File: src/rtl/controller.sv
// -----------------------------------------------------------------------------
// controller
// Instruction-sequencing FSM for a small register-file datapath. It fetches an
// instruction, optionally settles for FETCH_WAIT cycles, captures it into IR,
// then drives one-hot bus selects and load enables for each execute cycle.
//
// Parameters
//   FETCH_WAIT   settle cycles (0-3) between the increment pulse and IR capture
//
// Optional feature macro
//   CONTROLLER_HALT_EN   when defined, instruction 0x00 enters HALT instead of
//                        executing as mv R0,R0; HALT exits only on reset
//
// Ports
//   clock        in   rising-edge clock
//   reset        in   asynchronous, active-high reset
//   run          in   level; high permits fetching the next instruction
//   instruction  in   [7:6] opcode, [5:3] rx, [2:0] ry/immediate
//   rout         out  one-hot bus driver select (0-7 R0-R7, 8 G, 9 A, 10 EXTERN)
//   ren          out  register load enables (0-7 R0-R7, 8 G, 9 A)
//   addxor       out  ALU select, 0 add / 1 xor
//   increment    out  program-counter advance pulse (used as a clock downstream)
//   busy         out  high in any state other than IDLE/HALT
//   done         out  pulse in the final execute cycle of each instruction
//   halted       out  high in HALT
// -----------------------------------------------------------------------------
// state | meaning
// IDLE  | waiting for run
// FETCH | increment pulse to the program counter
// WAIT  | settle cycles before IR capture
// EX1   | mv/mvi transfer, or add/xor operand rx -> A
// EX2   | add/xor operand ry through ALU -> G
// EX3   | add/xor result G -> rx
// HALT  | stopped until reset
module controller #(
  parameter int FETCH_WAIT = 0
) (
  input  logic        clock,
  input  logic        reset,
  input  logic        run,
  input  logic [7:0]  instruction,
  output logic [15:0] rout,
  output logic [15:0] ren,
  output logic        addxor,
  output logic        increment,
  output logic        busy,
  output logic        done,
  output logic        halted
);

  typedef enum logic [2:0] {
    S_IDLE, S_FETCH, S_WAIT, S_EX1, S_EX2, S_EX3, S_HALT
  } state_t;

  localparam logic [1:0] WAIT_LOAD = (FETCH_WAIT > 0) ? 2'(FETCH_WAIT - 1) : 2'd0;

  state_t      state, state_n;
  logic [7:0]  ir, ir_d;
  logic [1:0]  wcnt, wcnt_n;
  logic        load_ir;

  logic [15:0] rout_d, ren_d;
  logic        addxor_d, increment_d, busy_d, done_d;
`ifdef CONTROLLER_HALT_EN
  logic        halted_d, halted_q;
`endif

  // State register; outputs are registered copies of the next-state decode so
  // they change only on the clock edge and never glitch.
  always_ff @(posedge clock or posedge reset) begin
    if (reset) begin
      state     <= S_IDLE;
      ir        <= 8'h00;
      wcnt      <= 2'd0;
      rout      <= 16'h0000;
      ren       <= 16'h0000;
      addxor    <= 1'b0;
      increment <= 1'b0;
      busy      <= 1'b0;
      done      <= 1'b0;
    end else begin
      state     <= state_n;
      ir        <= ir_d;
      wcnt      <= wcnt_n;
      rout      <= rout_d;
      ren       <= ren_d;
      addxor    <= addxor_d;
      increment <= increment_d;
      busy      <= busy_d;
      done      <= done_d;
    end
  end

`ifdef CONTROLLER_HALT_EN
  always_ff @(posedge clock or posedge reset) begin
    if (reset) halted_q <= 1'b0;
    else       halted_q <= halted_d;
  end
  assign halted = halted_q;
`else
  assign halted = 1'b0;
`endif

  // Next-state logic. The wait timer is a down-counter loaded on FETCH exit;
  // terminal count zero ends the settle period and captures IR.
  always_comb begin
    state_n = state;
    wcnt_n  = wcnt;
    load_ir = 1'b0;
    case (state)
      S_IDLE:  if (run) state_n = S_FETCH;
      S_FETCH: begin
        if (FETCH_WAIT > 0) begin
          state_n = S_WAIT;
          wcnt_n  = WAIT_LOAD;
        end else begin
          load_ir = 1'b1;
          state_n = S_EX1;
        end
      end
      S_WAIT: begin
        if (wcnt == 2'd0) begin
          load_ir = 1'b1;
          state_n = S_EX1;
        end else begin
          wcnt_n = wcnt - 2'd1;
        end
      end
      S_EX1:   if (ir[7]) state_n = S_EX2;
               else       state_n = run ? S_FETCH : S_IDLE;
      S_EX2:   state_n = S_EX3;
      S_EX3:   state_n = run ? S_FETCH : S_IDLE;
      S_HALT:  state_n = S_HALT;
      default: state_n = S_IDLE;
    endcase
`ifdef CONTROLLER_HALT_EN
    if (load_ir && instruction == 8'h00) state_n = S_HALT;
`endif
  end

  // The IR value seen by the output decode: on the capture edge the incoming
  // instruction is used so EX1 outputs are correct in the first execute cycle.
  assign ir_d = load_ir ? instruction : ir;

  // Output decode from the next state.
  always_comb begin
    rout_d      = 16'h0000;
    ren_d       = 16'h0000;
    addxor_d    = 1'b0;
    increment_d = 1'b0;
    busy_d      = 1'b0;
    done_d      = 1'b0;
`ifdef CONTROLLER_HALT_EN
    halted_d    = 1'b0;
`endif
    case (state_n)
      S_FETCH: begin
        increment_d = 1'b1;
        busy_d      = 1'b1;
      end
      S_WAIT:  busy_d = 1'b1;
      S_EX1: begin
        busy_d = 1'b1;
        if (ir_d[7]) begin
          rout_d = 16'h0001 << ir_d[5:3];
          ren_d  = 16'h0200;
        end else begin
          rout_d = ir_d[6] ? 16'h0400 : (16'h0001 << ir_d[2:0]);
          ren_d  = 16'h0001 << ir_d[5:3];
          done_d = 1'b1;
        end
      end
      S_EX2: begin
        busy_d   = 1'b1;
        rout_d   = 16'h0001 << ir_d[2:0];
        ren_d    = 16'h0100;
        addxor_d = ir_d[6];
      end
      S_EX3: begin
        busy_d = 1'b1;
        rout_d = 16'h0100;
        ren_d  = 16'h0001 << ir_d[5:3];
        done_d = 1'b1;
      end
`ifdef CONTROLLER_HALT_EN
      S_HALT:  halted_d = 1'b1;
`endif
      default: ;
    endcase
  end

endmodule

File: config.mk
export PLATFORM = sky130hd
export DESIGN_NAME = controller
export DESIGN_NICKNAME = d
export VERILOG_FILES = /design/src/rtl/controller.sv
export SDC_FILE = /design/constraint.sdc
export NUM_CORES = 1
export LEC_CHECK = 0
export CAP_MARGIN = 20
export CORE_MARGIN = 4
export CORE_UTILIZATION = 48
export CTS_CLUSTER_SIZE = 24
export DETAILED_ROUTE_END_ITERATION = 10
export PLACE_DENSITY_LB_ADDON = 0.05
export RECOVER_POWER = 50
export SETUP_SLACK_MARGIN = 0.4
export SLEW_MARGIN = 40
export SYNTH_ARGS = -nofsm -noshare
export SYNTH_HDL_FRONTEND = slang
export SYNTH_SLANG_ARGS = --single-unit
export TNS_END_PERCENT = 30
File: constraint.sdc
create_clock -name clock -period 2.4 [get_ports clock]
set_clock_uncertainty 0.15 [all_clocks]
set_input_delay 0.72 -clock clock [delete_from_list [all_inputs] [get_ports clock]]
set_output_delay 0.72 -clock clock [all_outputs]
set_load 0.005 [all_outputs]
# --- After elaboration in Yosys (flattened, before gate mapping) ---
# Cells that the tools add are included.
op_classes:
  reduce_logical: 4
  n_shift: 2
  eq_ne: 11
  n_mux: 18
  n_bitwise: 1
  add_sub_neg: 1
op_table:
  columns: ["cell", "count"]
  rows:
  - ["$pmux W16 S3", 2]
  - ["$mux W16", 3]
  - ["$shl A1 B3 Y16 const A", 2]
  - ["$pmux W3 S7", 1]
  - ["$eq A3 B3 Y1 const B", 5]
  - ["$eq A3 B2 Y1 const B", 4]
  - ["$mux W3", 3]
  - ["$mux W8", 1]
  - ["$eq A3 B1 Y1 const B", 2]
  - ["$mux W1", 6]
  - ["$reduce_or A5 Y1", 1]
  - ["$pmux W1 S2", 2]
  - ["$logic_not A3 Y1", 1]
  - ["$logic_not A2 Y1", 1]
  - ["$reduce_and A2 Y1", 1]
  - ["$sub A2 B1 Y2 const B", 1]
  - ["$not A1 Y1", 1]
totals:
  ff_bits: 49
  output_inout_bits: 37

# --- Longest topological paths before layout ---
depth:
  depth_word: 8
  mapped_depth: 8
  depth_no_buf: 7

# --- Worst setup path after synthesis ---
# OpenSTA, ideal clock, no wires.
synth_timing:
  path_type: "flip-flop to flip-flop"
  start: "reg wcnt[0]"
  end: "reg rout[0]"
  setup_ps: 96
  path_stages_with_launch: 9
  arrival_ps: 1692
  synth_period_minus_slack_ps: 1938
  required_ps: 2154
  setup_slack_ps: 462
  path_cell_list: "dfrtp_1 > inv_1 > ha_1 > or3b_1 > buf_6 > o22ai_2 > a221oi_2 > nand2b_4 > o32ai_2"
synth_via:
  elab_chain_len: 8
  elab_cells_between_ends: 14
  cone_classes: "eq/ne: 3; shift: 2; mux: 8; reduce/logical: 1"
synth_rtl:
  columns: ["element", "line_no", "rtl"]
  rows:
  - ["from (decl)", "59", "logic [1:0] wcnt, wcnt_n;"]
  - ["from (signal assigned)", "84", "wcnt <= wcnt_n;"]
  - ["$logic_not A2 Y1 (*)", "122", "if (wcnt == 2'd0) begin"]
  - ["$mux W1 (*)", "122", null]
  - ["$pmux W1 S2 (*)", "110", "case (state)"]
  - ["$mux W8 (*)", "143", "assign ir_d = load_ir ? instruction : ir;"]
  - ["named net ir_d[0]", "58", "logic [7:0] ir, ir_d;"]
  - ["$shl A1 B3 Y16 (*)", "168, 175", null]
  - ["$mux W16", "168", "rout_d = ir_d[6] ? 16'h0400 : (16'h0001 << ir_d[2:0]);"]
  - ["$mux W16", "164", "if (ir_d[7]) begin"]
  - ["$pmux W16 S3 (*)", "156", "case (state_n)"]
  - ["named net rout_d[0]", "62", "logic [15:0] rout_d, ren_d;"]
  - ["to (signal assigned)", "85", "rout <= rout_d;"]
  - ["to (decl)", "42", "output logic [15:0] rout,"]
# Mark *: on every way through the listed nets, which the timed path passes. The rest lies on a longest branch.
# A chain may end at the register's enable or synchronous reset.

# --- Worst setup path after layout ---
layout_timing:
  start: "reg wcnt[1]"
  end: "reg rout[1]"
layout_via:
  elab_chain_len: 8
  elab_cells_between_ends: 14
  cone_classes: "eq/ne: 3; shift: 2; mux: 8; reduce/logical: 1"
layout_rtl:
  columns: ["element", "line_no"]
  rows:
  - ["$logic_not A2 Y1 (*)", "122"]
  - ["$mux W1", "122"]
  - ["$pmux W1 S2", "110"]
  - ["$mux W8", "143"]
  - ["$shl A1 B3 Y16", "168, 175"]
  - ["$mux W16", "168"]
  - ["$mux W16", "164"]
  - ["$pmux W16 S3 (*)", "156"]
  - ["named net rout_d[1]", "62"]
# Marked as above.

==> out/summary.md <==
The warning count from the yosys run is 0, and the minimum clock period after layout is 2110 ps. The min-delay analysis places its worst path in the category register to register. The max-cap check violation count came out at 0. The proportion of synthesized flip-flops having asynchronous set or reset is 100.0%.

Synthesis produced 162 cells. The tools report the element type at the critical path start as a register. Of the cells placed in the final design, the portion with a size suffix greater than 1 is 27.40%. Iteration-0 DRC count of the detailed router: 75. The most critical setup path has its endpoint at rout[1]. Total of buffers placed on input and output ports: 34. The static leakage is 1.085 nW, and the number of sinks on the clock net is 37.

The number of enable-type register cells in the synthesized netlist was 0. After detailed routing, the number of vias per cell comes to 5.437. The multi-input combinational cells in the finished layout cover a total of 838.3 um2.

For the total negative setup slack, the log shows 0 ps. The post-synthesis register bit count is 37, and the area share of the largest cell type after synthesis is 51.46%. The final cell count without fillers was 254. For this run, the detailed router's first-pass iteration total came to 4. The number of placement rows is 21, and the reg-to-reg setup timing slack is 290 ps. The final worst hold slack was 353.1 ps. The biggest area contributor in the post-synthesis netlist is sky130_fd_sc_hd__dfrtp_1.

Cell internal power was estimated by the tool at 2.075 mW. Routability-driven placement finished with a final weighted congestion of 0.8707. The combined buffer and inverter count along the critical path is 3, and the number of antenna violations at the first check in global routing is 0. The number of clock buffers added by TritonCTS is 5. 0 antenna diodes ended up in the layout.

The logs give 38 for the maximum number of pins on one net before global-route repair and 3468 um2 for the area of the core. Summed over all nets, the switching power comes to 1.366 mW. Walking the worst path, the cells encountered are inv_1 -> ha_2 -> buf_6 -> buf_4 -> nand3b_1 -> a21oi_1 -> and2_1 -> nand2_2 -> o32ai_2. The library cells used most frequently in the layout, excluding fill and tap cells, are 36 x sky130_fd_sc_hd__dfrtp_1, 32 x sky130_fd_sc_hd__clkdlybuf4s50_1, 14 x sky130_fd_sc_hd__nor2_1. The clock reaches the later pin of the worst-skew pair after 290 ps. The critical path starts at wcnt[1].

Sequential elements use 51.46% of the synthesized area. Net switching is 39.69% of the power. In this run, the combinational gates consume 56.0% of the power. The run gives 2150 ps as the data arrival time of the worst path. The top flip-flop cell by instance count after synthesis is sky130_fd_sc_hd__dfrtp_1.

The placement-stage cell area is 2136 um2, and the via count of the first global-routing pass is 1355. The first global-routing pass estimated 6941 um of wire. No sink is reached through more buffers than the 2 on the longest clock path. The final critical path takes up 87.93% of the cycle. The max-slew violation count came out at 0.

The initial utilization of the core area, before any placement, comes to 51.88%. Across every metal layer, demand over resource in global routing totals 18.27%. The layout has 272 filler cells.

The count of pins on the block boundary came out at 48. After detailed routing, the average wire length per cell comes to 16.47 um. The peak fanout along the critical path works out to 5.

The die boundary height works out to 69.23 um. The startpoint identified for the worst register-to-register timing path is wcnt[1]. The library cell used most frequently in the layout, excluding fill and tap cells, is sky130_fd_sc_hd__dfrtp_1. The tree is rooted in a sky130_fd_sc_hd__clkbuf_8. Half-perimeter wire length after placement: 2709 um.

Setup repair after global routing could not meet its margin everywhere. At the pin with the least slew margin, the transition time is 892.4 ps. The worst-case headroom to the max-slew limit was 40.50%.

Summing over every cut layer, the via total after detailed routing is 1381. The logs give 2 for the CTS H-tree depth and 16.1% for the clock share of power. In the routed design, unresolved DRC markers number 0. The run gives 0.4738 GHz as the maximum clock frequency.

The maximum single-stage delay on the critical path was 390 ps; the clock-pin slew reported for the worst setup and hold paths after clock tree synthesis was 70 ps. The width of the die came out at 69.23 um. The worst setup path is of the register to register kind. The number of cells on the worst hold path is 1. The worst endpoint required time was 2440 ps. After clock tree synthesis, the flow added hold-fix buffers numbering 0. The total detailed-routing wirelength is 4183 um. The design draws 3.441 mW. Area of the die: 4792 um2.

The slowest stage of the critical path belongs to the cell sky130_fd_sc_hd__dfrtp_1. The number of nets in the layout is 219. After global routing the overflow that remains totals 0. Post-synthesis instance area: 1799 um2.

TritonCTS built the clock tree. The critical path runs through a total of 9 cells. The worst setup path is captured at a register.

For the register cell area after layout, the log shows 927.1 um2. Compared with the post-synthesis result, the final layout area differs by 34.91%. For the worst flop-to-flop path, the logic depth is 9.

Setup violations remaining at the end of the flow were counted as 0. After routing the design area is 2427 um2. In the post-synthesis netlist, the biggest area contributors are sky130_fd_sc_hd__dfrtp_1 51%, sky130_fd_sc_hd__buf_4 5.8%, sky130_fd_sc_hd__a221oi_2 5.0%. Cell type group with the largest total delay on the critical path: simple AND/OR/NAND/NOR gates. VDD sags by at most 0.8332 mV. The logs give 28.0% for the sequential power share and 0 for the number of antenna-violating nets in the routed design. The run finished with clean final reports. For the total placed cells including tap cells, the log shows 240. The average instance in the mapped netlist occupies 11.11 um2.

The total count of hold-check failures in the final report came out at 0. The post-synthesis cell type count is 37. The power density over cell area came out at 1418 nW/um2. The endpoint identified for the worst register-to-register timing path is rout[1].
==> worst min path at each step <==
stage,from,endpoint,slack [ps]
6_report,ir[6],ir[6],350
5_1_grt,ir[6],ir[6],380
4_1_cts,ir[6],ir[6],360
3_5_place_dp,ir[6],ir[6],340
3_3_place_gp,ir[6],ir[6],330
2_1_floorplan,ir[6],ir[6],320
==> per-layer routing <==
metal | vias up | part of all wire [%] | global-route usage (%)
met5 | - | 0 | 0
met4 | 0 | 2.1 | 5.423
met3 | 9 | 5.4 | 5.797
met2 | 55 | 51 | 30.19
met1 | 694 | 42 | 22.85
li1 | 623 | - | -
==> flip-flops by register name, summed over array words and instances (netlist names) <==
register   cells
busy           1
addxor         1
done           1
ir             8
state          3
ren           10
wcnt           2
rout          10
increment      1
==> metrics by stage <==
step	util [%]	setup slack, ps
3_5_place_dp	61.58	23.03
3_3_place_gp	61.58	70.34
6_report	69.99	289.6
5_1_grt	69.99	125.8
4_1_cts	68.69	337.0
2_1_floorplan	-	462.4
==> synth_stat cells (2+ instances only) <==
master	n
sky130_fd_sc_hd__a21oi_1	4
sky130_fd_sc_hd__a221oi_2	6
sky130_fd_sc_hd__and2_1	2
sky130_fd_sc_hd__buf_2	4
sky130_fd_sc_hd__buf_4	14
sky130_fd_sc_hd__buf_6	3
sky130_fd_sc_hd__dfrtp_1	37
sky130_fd_sc_hd__inv_1	14
sky130_fd_sc_hd__nand2_1	6
sky130_fd_sc_hd__nand2b_1	8
sky130_fd_sc_hd__nand2b_4	2
sky130_fd_sc_hd__nor2_1	16
sky130_fd_sc_hd__nor2b_1	2
sky130_fd_sc_hd__nor3_1	2
sky130_fd_sc_hd__o21ai_0	2
sky130_fd_sc_hd__o22ai_1	9
sky130_fd_sc_hd__o22ai_2	4
sky130_fd_sc_hd__o32ai_1	7
sky130_fd_sc_hd__o32ai_2	2
==> area by class of cell <==
type / instances / share of cell area, %
clock buffers: 7 / 3.557
clock inverters: 1 / 1.237
inverters: 14 / 2.165
multi-input cells: 102 / 34.54
flip-flops and latches: 37 / 38.20
well taps: 46 / 2.371
repair buffers: 47 / 17.94
==> cells by family (layout without fill, tap and decap cells) <==
| logic type | count (synthesis) | in the layout | share of synthesized area [%] |
|---|---|---|---|
| simple gates | 46 | 46 | 14.33 |
| compound gates | 40 | 40 | 20.45 |
| flops | 37 | 37 | 51.46 |
| buf+inv | 35 | 69 | 11.75 |
| fa+ha+maj | 1 | 1 | 0.6953 |
| other cells | 1 | 13 | 0.2084 |
| xor+xnor | 1 | 1 | 0.4869 |
| mux | 1 | 1 | 0.6258 |
==> power groups by stage <==
stage	clock network (mW)	registers [mW]	logic, mW
after CTS	0.564	0.986	1.76
after global routing	0.592	0.991	2.08
after detailed placement	0	0.979	1.54
final	0.553	0.962	1.93
after global placement	0	0.973	1.49
after floorplan	0	0.944	1.10
==> timing repair <==
| action | CTS | global route |
|---|---|---|
| setup endpoints to repair | 26 | 40 |
| gates cloned | 0 | 0 |
| pin swaps | 8 | 2 |
| gates resized for setup | 19 | 7 |
| hold endpoints to repair | 0 | 0 |
| setup buffers | 3 | 3 |
(Power assumes the default switching activity.)
